===== src/rtl/fetch_stage_if.sv =====
// Fetch-stage bundle: instruction-memory bus, control from decode/execute, and the IF/ID register.
// The slave modport is the fetch stage; the master side drives control and the memory word.
interface fetch_stage_if #(
   parameter int CNT_W = 16
);
   logic             stall;
   logic             redirect_valid;
   logic [31:0]      redirect_pc;
   logic [31:0]      pc_ir;
   logic [31:0]      ir_in;
   logic [31:0]      if_id_ir;
   logic [31:0]      if_id_pc;
   logic             if_id_valid;
   logic             halted;
   logic [CNT_W-1:0] fetch_count;

   modport master (
      output stall, redirect_valid, redirect_pc, ir_in,
      input  pc_ir, if_id_ir, if_id_pc, if_id_valid, halted, fetch_count
   );

   modport slave (
      input  stall, redirect_valid, redirect_pc, ir_in,
      output pc_ir, if_id_ir, if_id_pc, if_id_valid, halted, fetch_count
   );
endinterface


===== src/rtl/fetch_stage.sv =====
// Instruction-fetch stage: owns the word-indexed PC, fills IF/ID, handles stall/redirect,
// and parks itself in HALT after a run of all-zero instruction words.
module fetch_stage #(
   parameter int          IMEM_DEPTH    = 1024,
   parameter logic [31:0] RESET_PC      = 32'd0,
   parameter int          HALT_ZERO_RUN = 4,
   parameter int          CNT_W         = 16
) (
   input logic          clk,
   input logic          rst_n,
   fetch_stage_if.slave bus
);
   localparam int PC_W = $clog2(IMEM_DEPTH);
   localparam int ZR_W = $clog2(HALT_ZERO_RUN + 1);
   localparam logic [31:0] NOP = 32'h00000013;

   typedef enum logic {RUN, HALT} state_t;

   state_t           state;
   logic [PC_W-1:0]  pc;
   logic [ZR_W-1:0]  zero_run;
   logic [ZR_W-1:0]  zero_run_inc;
   logic [31:0]      pc_ext;
   logic [31:0]      if_id_ir;
   logic [31:0]      if_id_pc;
   logic             if_id_valid;
   logic             halted;
   logic [CNT_W-1:0] fetch_count;
   logic             unused_redirect_hi;

   assign pc_ext       = {{(32-PC_W){1'b0}}, pc};
   assign zero_run_inc = zero_run + 1'b1;

   // Target bits above the memory index are dropped, giving the modulo wrap.
   assign unused_redirect_hi = ^bus.redirect_pc[31:PC_W];

   always_ff @(posedge clk or negedge rst_n) begin
      if (!rst_n) begin
         state       <= RUN;
         halted      <= 1'b0;
         pc          <= RESET_PC[PC_W-1:0];
         zero_run    <= '0;
         if_id_ir    <= NOP;
         if_id_pc    <= 32'd0;
         if_id_valid <= 1'b0;
         fetch_count <= '0;
      end else if (bus.redirect_valid) begin
         state       <= RUN;
         halted      <= 1'b0;
         pc          <= bus.redirect_pc[PC_W-1:0];
         zero_run    <= '0;
         if_id_ir    <= NOP;
         if_id_valid <= 1'b0;
      end else if (state == HALT || bus.stall) begin
         state <= state;
      end else if (bus.ir_in != 32'd0) begin
         if_id_ir    <= bus.ir_in;
         if_id_pc    <= pc_ext;
         if_id_valid <= 1'b1;
         pc          <= pc + 1'b1;
         zero_run    <= '0;
         if (fetch_count != {CNT_W{1'b1}}) begin
            fetch_count <= fetch_count + 1'b1;
         end
      end else begin
         // Zero word: insert a bubble; on the last one of the run, stop with PC on it.
         if_id_ir    <= NOP;
         if_id_valid <= 1'b0;
         zero_run    <= zero_run_inc;
         if (zero_run_inc == ZR_W'(HALT_ZERO_RUN)) begin
            state  <= HALT;
            halted <= 1'b1;
         end else begin
            pc <= pc + 1'b1;
         end
      end
   end

   assign bus.pc_ir       = pc_ext;
   assign bus.if_id_ir    = if_id_ir;
   assign bus.if_id_pc    = if_id_pc;
   assign bus.if_id_valid = if_id_valid;
   assign bus.halted      = halted;
   assign bus.fetch_count = fetch_count;
endmodule


===== src/flat_wrapper.sv =====
// flat-port wrapper written by rule: the top's interface ports become plain ports
module fetch_stage_flat 
#(
   parameter int          IMEM_DEPTH    = 1024,
   parameter logic [31:0] RESET_PC      = 32'd0,
   parameter int          HALT_ZERO_RUN = 4,
   parameter int          CNT_W         = 16
)
  (clk, rst_n, bus_stall, bus_redirect_valid, bus_redirect_pc, bus_ir_in, bus_pc_ir, bus_if_id_ir, bus_if_id_pc, bus_if_id_valid, bus_halted, bus_fetch_count);
  fetch_stage_if #(.CNT_W(CNT_W)) bus_i ();
  input logic clk;
  input logic rst_n;
  input wire logic [$bits(bus_i.stall)-1:0] bus_stall;
  input wire logic [$bits(bus_i.redirect_valid)-1:0] bus_redirect_valid;
  input wire logic [$bits(bus_i.redirect_pc)-1:0] bus_redirect_pc;
  input wire logic [$bits(bus_i.ir_in)-1:0] bus_ir_in;
  output wire logic [$bits(bus_i.pc_ir)-1:0] bus_pc_ir;
  output wire logic [$bits(bus_i.if_id_ir)-1:0] bus_if_id_ir;
  output wire logic [$bits(bus_i.if_id_pc)-1:0] bus_if_id_pc;
  output wire logic [$bits(bus_i.if_id_valid)-1:0] bus_if_id_valid;
  output wire logic [$bits(bus_i.halted)-1:0] bus_halted;
  output wire logic [$bits(bus_i.fetch_count)-1:0] bus_fetch_count;
  assign bus_i.stall = bus_stall;
  assign bus_i.redirect_valid = bus_redirect_valid;
  assign bus_i.redirect_pc = bus_redirect_pc;
  assign bus_i.ir_in = bus_ir_in;
  assign bus_pc_ir = bus_i.pc_ir;
  assign bus_if_id_ir = bus_i.if_id_ir;
  assign bus_if_id_pc = bus_i.if_id_pc;
  assign bus_if_id_valid = bus_i.if_id_valid;
  assign bus_halted = bus_i.halted;
  assign bus_fetch_count = bus_i.fetch_count;
  fetch_stage #(.IMEM_DEPTH(IMEM_DEPTH), .RESET_PC(RESET_PC), .HALT_ZERO_RUN(HALT_ZERO_RUN), .CNT_W(CNT_W)) u_core (.clk(clk), .rst_n(rst_n), .bus(bus_i));
endmodule

===== config.mk =====
export PLATFORM = sky130hd
export DESIGN_NAME = fetch_stage_flat
export DESIGN_NICKNAME = d
export VERILOG_FILES = /design/src/rtl/fetch_stage_if.sv /design/src/rtl/fetch_stage.sv /design/src/flat_wrapper.sv
export SDC_FILE = /design/constraint.sdc
export NUM_CORES = 1
export LEC_CHECK = 0
export ABC_CLOCK_PERIOD_IN_PS = 1800
export BUFFER_PORTS_ARGS = -buffer_cell sky130_fd_sc_hd__buf_2
export CAP_MARGIN = 15
export CORE_MARGIN = 4
export CORE_UTILIZATION = 23
export DETAILED_ROUTE_END_ITERATION = 8
export PLACE_DENSITY = 0.55
export SLEW_MARGIN = 20
export SYNTH_ARGS = -nofsm -noshare
export SYNTH_HDL_FRONTEND = slang
export SYNTH_SLANG_ARGS = --single-unit

===== constraint.sdc =====
create_clock -name clk -period 1.8 [get_ports clk]
set_input_delay 0.09 -clock clk [delete_from_list [all_inputs] [get_ports clk]]
set_output_delay 0.09 -clock clk [all_outputs]
set_load 0.05 [all_outputs]

==> summary.md, run 1 <==
| Metric | Value |
|---|---|
| Final Skew | `0.007563 ns` |
| Die ar. | `17,560 um2` |
| Share of cells above drive strength 1 | `0.3996` |
| CTS H-tree depth | `3` |
| Met2 usage | `0.1838` |
| RSZ-0062 raised after global routing | `true` |
| CTS tree | `done` |
| Synth Area per Inst | `10.71 um2` |
| Core ar. | `15,200 um2` |
| Initial core utilization | `0.2346` |
| CP required | `2.07 ns` |
| Fmax | `0.5443 GHz` |
| Largest net degree at the start of global routing | `40` |
| CP Class | `flip-flop to flip-flop` |
| Die Ht | `132.5 um` |
| CTS clk-pin slew, worst paths | `0.06 ns` |
| Global route hottest layer | `met2` |
| Final Hold Viols | `0` |
| Layout area overhead | `48.11%` |
| Reg2Reg Depth | `6` |
| CTS max path bufs | `2` |
| Mapped Cells | `333` |
| Std cell rows | `45` |
| Met1 Use GR | `0.1480` |
| Register area | `1847 um2` |
| Outcome | `complete, but fails checks` |
| Routed WL | `10.31 mm` |
| Seq/Total Area, Yosys | `0.5133` |
| Drt first pass iters | `4` |
| R2R setup slack | `-0.04 ns` |
| DP Cell Count | `643` |
| VDD IR max | `0.0004363 V` |
| Final nets | `585` |
| Die Width | `132.5 um` |
| Num CTS Buffers | `9` |
| Initial antenna violation count | `0` |
| Static leakage | `2.651 nW` |
| Via density | `4.346` |
| Gr ovfl total | `0` |
| Worst r2r dst | `u_core.pc[4]` |
| Antenna-violating nets left | `0` |
| Critical Path AT | `2.11 ns` |
| Slew Limit Fails | `0` |
| # fillers | `1,526` |
| RD Place Congestion | `0.7664` |
| Netlist cell types | `43` |
| Yosys reg bits | `73` |
| Hold WS | `0.01696 ns` |
| Synthesized cell area | `3566 um2` |
| Setup WS pre-CTS | `-0.04212 ns` |
| # IOs | `182` |
| Worst Hold End | `u_core.bus.if_id_ir[4]` |
| Post-layout instance count excluding filler cells | `706` |
| GRT Total Usage | `0.1154` |
| Final TNS setup | `-0.03735 ns` |
| Cells on Worst Hold Path | `2` |
| Clk sinks | `73` |
| Drt drc | `0` |
| Max-cap viol count | `0` |
| Launching point of the worst reg2reg path | `u_core.zero_run[1]` |
| Pwr per Cell Area | `1028 nW/um2` |
| Final setup vio count | `1` |
| Number of global-route vias before repair | `3,085` |
| Smallest setup slack after layout | `-0.03735 ns` |
| Via count | `3,068` |
| Final Cycle Share | `1.021` |
| Overall Power | `0.005431 W` |
| First-pass GRT wire length | `16.27 mm` |
| Tightest Hold Check Type | `input port to flip-flop` |
| ANT cells | `0` |
| Failing checks | `negative setup slack` |
| Area of the multi-input gates | `1585 um2` |
| Grt met3 use | `0.02852` |
| DRT iter0 DRCs | `144` |
| CTS root buf | `clkbuf_16` |
| Startpoint Class | `flip-flop` |
| CP Max Fanout | `6` |
| HPWL after DPL | `7.278 mm` |
| Clock latency on the worst-skew pair | `0.34 ns` |
| Worst hold start | `bus_ir_in[4]` |
| Yosys warns | `0` |
| WL/cell | `14.61 um` |
| Worst setup EP type | `flip-flop` |
| Buffers added on ports | `115` |
| Fin crit period | `1.837 ns` |
synth_stat cells (all sizes together):
cell type  number  area share
nor3            5      0.0070
nor2b           4      0.0070
nand4b          1      0.0025
nand2b          3      0.0053
and2            2      0.0035
mux2            4       0.014
o21ai           9       0.013
nand2          43       0.045
o21ba           1      0.0028
a311oi          1      0.0042
xor2            8       0.020
nand4           7       0.012
inv             3      0.0032
conb            1      0.0011
dfrtp          70        0.49
a22o           29       0.071
a21oi           2      0.0028
o32a            3      0.0084
xnor2          11       0.027
clkbuf          6      0.0063
a31oi           7       0.012
nor4           10       0.019
and3            6       0.011
a21bo           1      0.0028
buf            54        0.11
nand3          16       0.022
a311o           2      0.0056
or4             2      0.0042
ha              4       0.014
nor3b           1      0.0021
o2bb2ai         1      0.0025
a21boi          2      0.0042
and4bb          1      0.0035
o22ai           1      0.0018
dfstp           3       0.022
nor2            6      0.0070
and4            3      0.0081
report_power, final:
part	leakage, nW	total, W	internal [W]	switching [W]
Combinational	1.58	0.00160	0.000425	0.00117
Sequential	0.923	0.00200	0.00183	0.000172
Clock	0.146	0.00183	0.00108	0.000748
Total	2.65	0.00543	0.00334	0.00209
per-stage QoR:
step           utilization  cell area, um2
2_1_floorplan            -            3756
3_3_place_gp        0.2876            4372
3_5_place_dp        0.2876            4372
4_1_cts             0.3334            5069
5_1_grt             0.3474            5281
6_report            0.3474            5281
cell families (layout without fill, tap and decap cells):
family / after synthesis / after routing / synth area share
muxes: 4 / 4 / 0.01368
DFF: 73 / 73 / 0.5133
other: 1 / 44 / 0.001052
and+or+nand+nor: 110 / 110 / 0.1600
buffers and inverters: 63 / 205 / 0.1200
adders and majority gates: 4 / 4 / 0.01404
AOI/OAI and AO/OA: 59 / 59 / 0.1312
xor gates and xnor gates: 19 / 19 / 0.04667
what timing repair did:
| action | CTS | global route |
|---|---|---|
| gates resized for setup | 1 | 26 |
| endpoints found under the setup margin | 4 | 62 |
| hold endpoints to repair | 72 | 0 |
| buffers inserted | 0 | 12 |
| hold buffers | 39 | 0 |
| gates cloned | 0 | 2 |
| pin swaps | 1 | 13 |
layout make-up:
class,instances,area share
inverter,3,0.002132
timing repair buffer,186,0.2462
multi-input combinational,240,0.3002
sequential,73,0.3497
clock buffer,9,0.04264
clock inverter,7,0.01469
tap,188,0.04454
worst max-delay path by stage:
stage / to / from / slack [ns] / cells past startpoint
6_report: u_core.pc[4] / u_core.zero_run[1] / -0.04 / 6
2_1_floorplan: u_core.bus.fetch_count[1] / u_core.bus.fetch_count[0] / -0.05 / 7
3_3_place_gp: u_core.pc[3] / u_core.zero_run[0] / -0.02 / 6
4_1_cts: u_core.pc[4] / u_core.zero_run[0] / 0.004 / 6
3_5_place_dp: u_core.pc[4] / u_core.zero_run[0] / -0.04 / 6
5_1_grt: u_core.pc[4] / u_core.zero_run[1] / -0.12 / 6
worst max-delay path: stages (launching register included):
cell,delay (ns)
dfrtp_1,0.40
ha_2,0.21
nand2b_1,0.11
a21boi_2,0.09
a311o_1,0.40
or4_4,0.50
nand3_2,0.06
sequential cells by signal, indices dropped and copies added (netlist names):
signal	cells
u_core.bus.if_id_valid	1
u_core.pc	10
u_core.bus.fetch_count	16
u_core.bus.if_id_pc	10
u_core.zero_run	3
u_core.bus.if_id_ir	32
u_core.bus.halted	1
metal layers:
layer | vias to the layer above | routed length [um] | part of all wire
met1 | 1486 | 4519 | 0.44
met3 | 17 | 647 | 0.063
met4 | 0 | 269 | 0.026
li1 | 1465 | - | -
met2 | 100 | 4877 | 0.47
met5 | - | 0 | 0
cells in the final DEF, fill, tap and decap left out, types with 5 or more instances in the layout:
cell	count
nor4_1	5
clkbuf_16	10
nand3_1	15
buf_2	109
dfrtp_2	13
dlygate4sd3_1	34
nand4_1	7
a22o_1	29
nand2_1	43
buf_4	31
dlymetal6s4s_1	5
a31oi_1	6
dfrtp_1	57
o21ai_0	8
xor2_1	8
xnor2_1	11
and3_1	6
conb_1	44
Power figures use the tool's default switching activity.
==> inputs of run 2 (changes only) <==
Settings changed: CAP_MARGIN 15 to 20, GPL_TIMING_DRIVEN set to 0.
==> run 2 against run 1 <==
Against the previous run: the flow now finishes without violations; register-to-register slack better by 0.096 ns; sequential cell count unchanged; critical path depth up 1; wire length up 1.5%; clock skew down 0.0025 ns; critical endpoint is now u_core.pc[7]; setup slack better by 0.096 ns; worst hold slack worse by 0.0038 ns; design area up 2.3%; highest routed layer unchanged; die area unchanged; non-clock buffer count up 34.
==> summary.md, run 2 (synthesis results as in run 1) <==
| Metric | Value |
|---|---|
| Outcome | `complete, no violations` |
| # IOs | `182 (unchanged)` |
| Largest net degree at the start of global routing | `44 (+10%)` |
| Startpoint Class | `flip-flop` |
| DP Cell Count | `679 (+5.6%)` |
| HPWL after DPL | `7.820 mm (+7.4%)` |
| Die Ht | `132.5 um (unchanged)` |
| Drt drc | `0 (unchanged)` |
| WL/cell | `14.15 um (-3.1%)` |
| # fillers | `1,550 (+1.6%)` |
| Buffers added on ports | `114 (-0.87%)` |
| Slew Limit Fails | `0 (unchanged)` |
| RD Place Congestion | `0.7478 (-2.4%)` |
| Std cell rows | `45 (unchanged)` |
| Met2 usage | `0.1985 (+0.01475)` |
| Fin crit period | `1.742 ns (-0.09556 ns)` |
| Initial antenna violation count | `0 (unchanged)` |
| CP Class | `flip-flop to flip-flop` |
| CTS max path bufs | `2 (unchanged)` |
| Share of cells above drive strength 1 | `0.4221 (+0.02249)` |
| Core ar. | `15,200 um2 (unchanged)` |
| Most common cell after layout, fill and taps aside | `buf_2` |
| CTS H-tree depth | `3 (unchanged)` |
| Final setup vio count | `0 (-1)` |
| CTS tree | `done` |
| Static leakage | `2.751 nW (+3.7%)` |
| Global route hottest layer | `met2` |
| Fmax | `0.5741 GHz (+5.5%)` |
| Pwr per Cell Area | `995.4 nW/um2 (-3.2%)` |
| ANT cells | `0 (unchanged)` |
| Commonest cells after routing, fill and taps aside | `buf_2 (116), dfrtp_1 (57), buf_4 (55), conb_1 (44), nand2_1 (43)` |
| Tightest Hold Check Type | `input port to flip-flop` |
| Number of global-route vias before repair | `3,222 (+4.4%)` |
| Met1 Use GR | `0.1497 (+0.001714)` |
| Final Cycle Share | `0.9677 (-0.05309)` |
| Critical Path AT | `1.96 ns (-0.15 ns)` |
| CTS root buf | `clkbuf_16` |
| Die Width | `132.5 um (unchanged)` |
| Clock latency on the worst-skew pair | `0.33 ns (about the same)` |
| Drt first pass iters | `4 (unchanged)` |
| VDD IR max | `0.0003956 V (-9.3%)` |
| Num CTS Buffers | `9 (unchanged)` |
| Reg with most FFs | `u_core.bus.if_id_ir` |
| Worst setup EP type | `flip-flop` |
| Via count | `3,168 (+3.3%)` |
| Dpl cell area | `4592 um2 (+5.0%)` |
| Max-cap viol count | `0 (unchanged)` |
| Post-layout instance count excluding filler cells | `740 (+4.8%)` |
| Via density | `4.281 (-1.5%)` |
| Grt met3 use | `0.04068 (+0.01217)` |
| RSZ-0062 raised after global routing | `true` |
| CTS clk-pin slew, worst paths | `0.06 ns (about the same)` |
| Final Hold Viols | `0 (unchanged)` |
| Clk sinks | `73 (unchanged)` |
| Routed WL | `10.47 mm (+1.5%)` |
| Layout area overhead | `51.58%` |
| First-pass GRT wire length | `16.91 mm (+3.9%)` |
| Die ar. | `17,560 um2 (unchanged)` |
| Final nets | `619 (+5.8%)` |
| Gr ovfl total | `0 (unchanged)` |
| Antenna-violating nets left | `0 (unchanged)` |
| Largest regs | `u_core.bus.if_id_ir: 32 flops, u_core.bus.fetch_count: 16 flops` |
| Final Skew | `0.005055 ns (-0.002508 ns)` |
| Initial core utilization | `0.2346 (unchanged)` |
| Max reg flops | `32 (unchanged)` |
| CP required | `2.02 ns (-0.05 ns)` |
| DRT iter0 DRCs | `134 (-6.9%)` |
| CP Max Fanout | `4 (-2)` |
| GRT Total Usage | `0.1207 (+0.005264)` |
| Final Cell Area | `5405 um2 (+2.3%)` |
run 2: metrics by stage:
stage                     TNS [ns]  setup WS, ns  hold slack (ns)  utilization  total power [W]
final                            0       0.05821          0.01315       0.3556         0.005380
after global routing       -0.1576      -0.04012          0.01159       0.3556         0.005661
after CTS                        0       0.01094         0.001533       0.3493         0.005391
after detailed placement    -5.639       -0.2002          0.07284       0.3021         0.003635
after global placement      -6.262       -0.1720           0.3036       0.3001         0.003604
after floorplan           -0.04971      -0.04971          -0.2056            -         0.003213
run 2: final timing paths:
path,start,to,slack [ns],cells past startpoint
max,u_core.zero_run[1],u_core.pc[7],0.06,7
min,bus_ir_in[4],u_core.bus.if_id_ir[4],0.01,2
max reg2reg,u_core.zero_run[1],u_core.pc[7],0.06,7
min reg2reg,u_core.bus.if_id_pc[9],u_core.bus.if_id_pc[9],0.47,2
max in group asynchronous,rst_n,u_core.bus.if_id_ir[1],0.91,3
min in group asynchronous,rst_n,u_core.bus.if_id_ir[30],0.25,2
run 2: critical path, stage by stage, from the launching register on:
cell	delay [ns]
dfrtp_1	0.42
ha_4	0.19
nand2b_4	0.14
a21boi_4	0.16
buf_4	0.16
a31oi_1	0.12
xor2_1	0.16
mux2_2	0.26
run 2: area by class of cell:
type / instances / area, um2 / share of cell area
sequential: 73 / 1847 / 0.3417
multi-input combinational: 240 / 1572 / 0.2907
timing repair buffer: 160 / 1033 / 0.1912
buffer: 60 / 432.9 / 0.08009
tap: 188 / 235.2 / 0.04352
clock buffer: 10 / 229.0 / 0.04236
clock inverter: 6 / 45.04 / 0.008333
inverter: 3 / 11.26 / 0.002083
run 2: layer usage:
metal / wire length, um / vias up / part of all wire
met2: 5063 / 94 / 0.48
met3: 683 / 9 / 0.065
li1: - / 1528 / -
met5: 0 / - / 0
met4: 129 / 0 / 0.012
met1: 4596 / 1537 / 0.44
run 2: where the power goes:
group / internal (W) / total [W] / leakage (nW) / switching [W]
clock: 0.000935 / 0.00165 / 0.125 / 0.000715
combinational: 0.000509 / 0.00172 / 1.70 / 0.00121
sequential: 0.00183 / 0.00201 / 0.923 / 0.000184
run 2: what timing repair did:
item / in CTS / in global routing
hold buffers: 38 / 0
setup buffers: 3 / 4
gates resized for setup: 9 / 18
setup endpoints to repair: 54 / 52
hold endpoints to repair: 67 / 0
pin swaps: 1 / 4
==> inputs of run 3 (changes only) <==
Settings changed: RECOVER_POWER set to 25.
==> run 3 against run 2 <==
Against the previous run: via count stayed put; clock skew hardly changed; power hardly changed; design area hardly changed; clock power hardly changed; worst hold slack hardly changed; setup slack hardly changed; count of clock-buffer cells in the layout stayed put.
==> summary.md, run 3 (synthesis results as in run 1) <==
| Metric | Value |
|---|---|
| Outcome | `complete, no violations` |
| Static leakage | `2.750 nW (about the same)` |
| Via count | `3,168 (unchanged)` |
| Global route hottest layer | `met2` |
| Worst r2r dst | `u_core.pc[7]` |
| Initial core utilization | `0.2346 (unchanged)` |
| Final setup vio count | `0 (unchanged)` |
| RD Place Congestion | `0.7478 (unchanged)` |
| Layout area overhead | `51.51% (about the same)` |
| Reg2Reg Depth | `7 (unchanged)` |
| Fmax | `0.5741 GHz (unchanged)` |
| ANT cells | `0 (unchanged)` |
| Share of cells above drive strength 1 | `0.4221 (unchanged)` |
| R2R setup slack | `0.06 ns (about the same)` |
| Via density | `4.281 (unchanged)` |
| Final Skew | `0.005055 ns (+0.00000003000 ns)` |
| Pwr per Cell Area | `995.7 nW/um2 (about the same)` |
| DRT iter0 DRCs | `134 (unchanged)` |
| CTS tree | `done` |
| Largest regs | `u_core.bus.if_id_ir: 32 flops, u_core.bus.fetch_count: 16 flops` |
| Dpl cell area | `4592 um2 (unchanged)` |
| Worst hold start | `bus_ir_in[4]` |
| CP cell instances | `ha_4 > nand2b_4 > a21boi_4 > buf_4 > a31oi_1 > xor2_1 > mux2_2` |
| Grt met3 use | `0.04068 (unchanged)` |
| Worst Setup SP | `u_core.zero_run[1]` |
| Commonest cells after routing, fill and taps aside | `buf_2 (116), dfrtp_1 (57), buf_4 (54), conb_1 (44), nand2_1 (43)` |
| Die ar. | `17,560 um2 (unchanged)` |
| Std cell rows | `45 (unchanged)` |
| Num CTS Buffers | `9 (unchanged)` |
| GRT Total Usage | `0.1207 (unchanged)` |
| CP required | `2.02 ns (about the same)` |
| Critical-path top delay cell | `dfrtp_1` |
| CTS H-tree depth | `3 (unchanged)` |
| RSZ-0062 raised after global routing | `true` |
| Final Hold Viols | `0 (unchanged)` |
| Fin crit period | `1.742 ns (-0.0000002000 ns)` |
| HPWL after DPL | `7.820 mm (unchanged)` |
| WL/cell | `14.15 um (about the same)` |
| Initial antenna violation count | `0 (unchanged)` |
| Worst-Margin Slew | `0.8556 ns` |
| Clock latency on the worst-skew pair | `0.33 ns (about the same)` |
| CP Depth | `7 (unchanged)` |
| Startpoint Class | `flip-flop` |
| Final TNS setup | `0 ns (unchanged)` |
| Met2 usage | `0.1985 (unchanged)` |
| Final nets | `619 (unchanged)` |
| Clk sinks | `73 (unchanged)` |
| Met1 Use GR | `0.1497 (unchanged)` |
| CP Class | `flip-flop to flip-flop` |
| First-pass GRT wire length | `16.91 mm (unchanged)` |
| CP max stage delay | `0.42 ns (about the same)` |
| Die Width | `132.5 um (unchanged)` |
| Max-cap viol count | `0 (unchanged)` |
| Launching point of the worst reg2reg path | `u_core.zero_run[1]` |
| CTS clk-pin slew, worst paths | `0.06 ns (about the same)` |
| Drt first pass iters | `4 (unchanged)` |
| Most common cell after layout, fill and taps aside | `buf_2` |
| Slew Limit Fails | `0 (unchanged)` |
| Crit path buf inv count | `1 (unchanged)` |
| CP Max Fanout | `4 (unchanged)` |
| Final Cycle Share | `0.9677 (about the same)` |
| Antenna-violating nets left | `0 (unchanged)` |
| CTS root buf | `clkbuf_16` |
| Critical Path AT | `1.96 ns (about the same)` |
| Drt drc | `0 (unchanged)` |
| Gr ovfl total | `0 (unchanged)` |
| Largest net degree at the start of global routing | `44 (unchanged)` |
| Routed WL | `10.47 mm (about the same)` |
| Tightest Hold Check Type | `input port to flip-flop` |
| CTS max path bufs | `2 (unchanged)` |
| DP Cell Count | `679 (unchanged)` |
| Core ar. | `15,200 um2 (unchanged)` |
| VDD IR max | `0.0003956 V (about the same)` |
| # IOs | `182 (unchanged)` |
| Worst setup EP type | `flip-flop` |
| Die Ht | `132.5 um (unchanged)` |
| Crit path max-delay family | `flip-flops` |
| Post-layout instance count excluding filler cells | `740 (unchanged)` |
| Critical Path Sink | `u_core.pc[7]` |
| Number of global-route vias before repair | `3,222 (unchanged)` |
| Final Cell Area | `5403 um2 (about the same)` |
| Reg with most FFs | `u_core.bus.if_id_ir` |
| Relative slew slack | `0.4296` |
| Buffers added on ports | `114 (unchanged)` |
| Max reg flops | `32 (unchanged)` |
-- run 3: cell types whose count changed in the layout (fill, tap and decap cells not counted), sizes merged --
cell	delta
buf	-1
clkbuf	+1
-- run 3: area by class of cell --
type	count	area [um2]
multi-input cells	240	1572
clock inverters	6	45.04
clock buffers	10	229.0
fillers	1549	9799
flip-flops and latches	73	1847
repair buffers	160	1031
well taps	188	235.2
inverters	3	11.26
plain buffers	60	432.9
-- run 3: repair_timing --
action                     4_1_cts  5_1_grt
buffers inserted                 3        4
gates resized for setup          9       18
setup endpoints to repair       54       52
hold buffers                    38        0
hold endpoints to repair        67        0
pin swaps                        1        4
-- run 3: through the flow --
stage / hold WS, ns / worst slack [ns] / total power, W / util
after CTS: 0.001533 / 0.01094 / 0.005391 / 0.3493
final: 0.01315 / 0.05821 / 0.005379 / 0.3554
after global routing: 0.01159 / -0.04012 / 0.005661 / 0.3554
after detailed placement: 0.07284 / -0.2002 / 0.003635 / 0.3021
after floorplan: -0.2056 / -0.04971 / 0.003213 / -
after global placement: 0.3036 / -0.1720 / 0.003604 / 0.3001
-- run 3: metal layers --
metal,up-vias,share of wire
met5,-,0
met4,0,0.012
met3,9,0.065
met2,94,0.48
met1,1537,0.44
li1,1528,-
-- run 3: worst min-delay path by stage --
| stage | endpoint | slack, ns | cells past startpoint |
|---|---|---|---|
| CTS | u_core.bus.if_id_ir[4] | 0.002 | 2 |
| global route | u_core.bus.if_id_ir[4] | 0.01 | 2 |
| finish | u_core.bus.if_id_ir[4] | 0.01 | 2 |
| detailed placement | u_core.bus.if_id_valid | 0.07 | 1 |
| floorplan | u_core.bus.fetch_count[0] | -0.21 | 0 |
| global placement | u_core.pc[0] | 0.30 | 3 |
-- run 3: worst reg2reg max path, stage by stage (launching register included) --
cell and delay [ns]:
dfrtp_1 0.42, ha_4 0.19, nand2b_4 0.14, a21boi_4 0.16, buf_4 0.16, a31oi_1 0.12, xor2_1 0.16, mux2_2 0.26
-- run 3: power by group --
part	internal [W]	switching [W]	total, W
clock network	0.000935	0.000715	0.00165
registers	0.00183	0.000184	0.00201
logic	0.000508	0.00121	0.00172
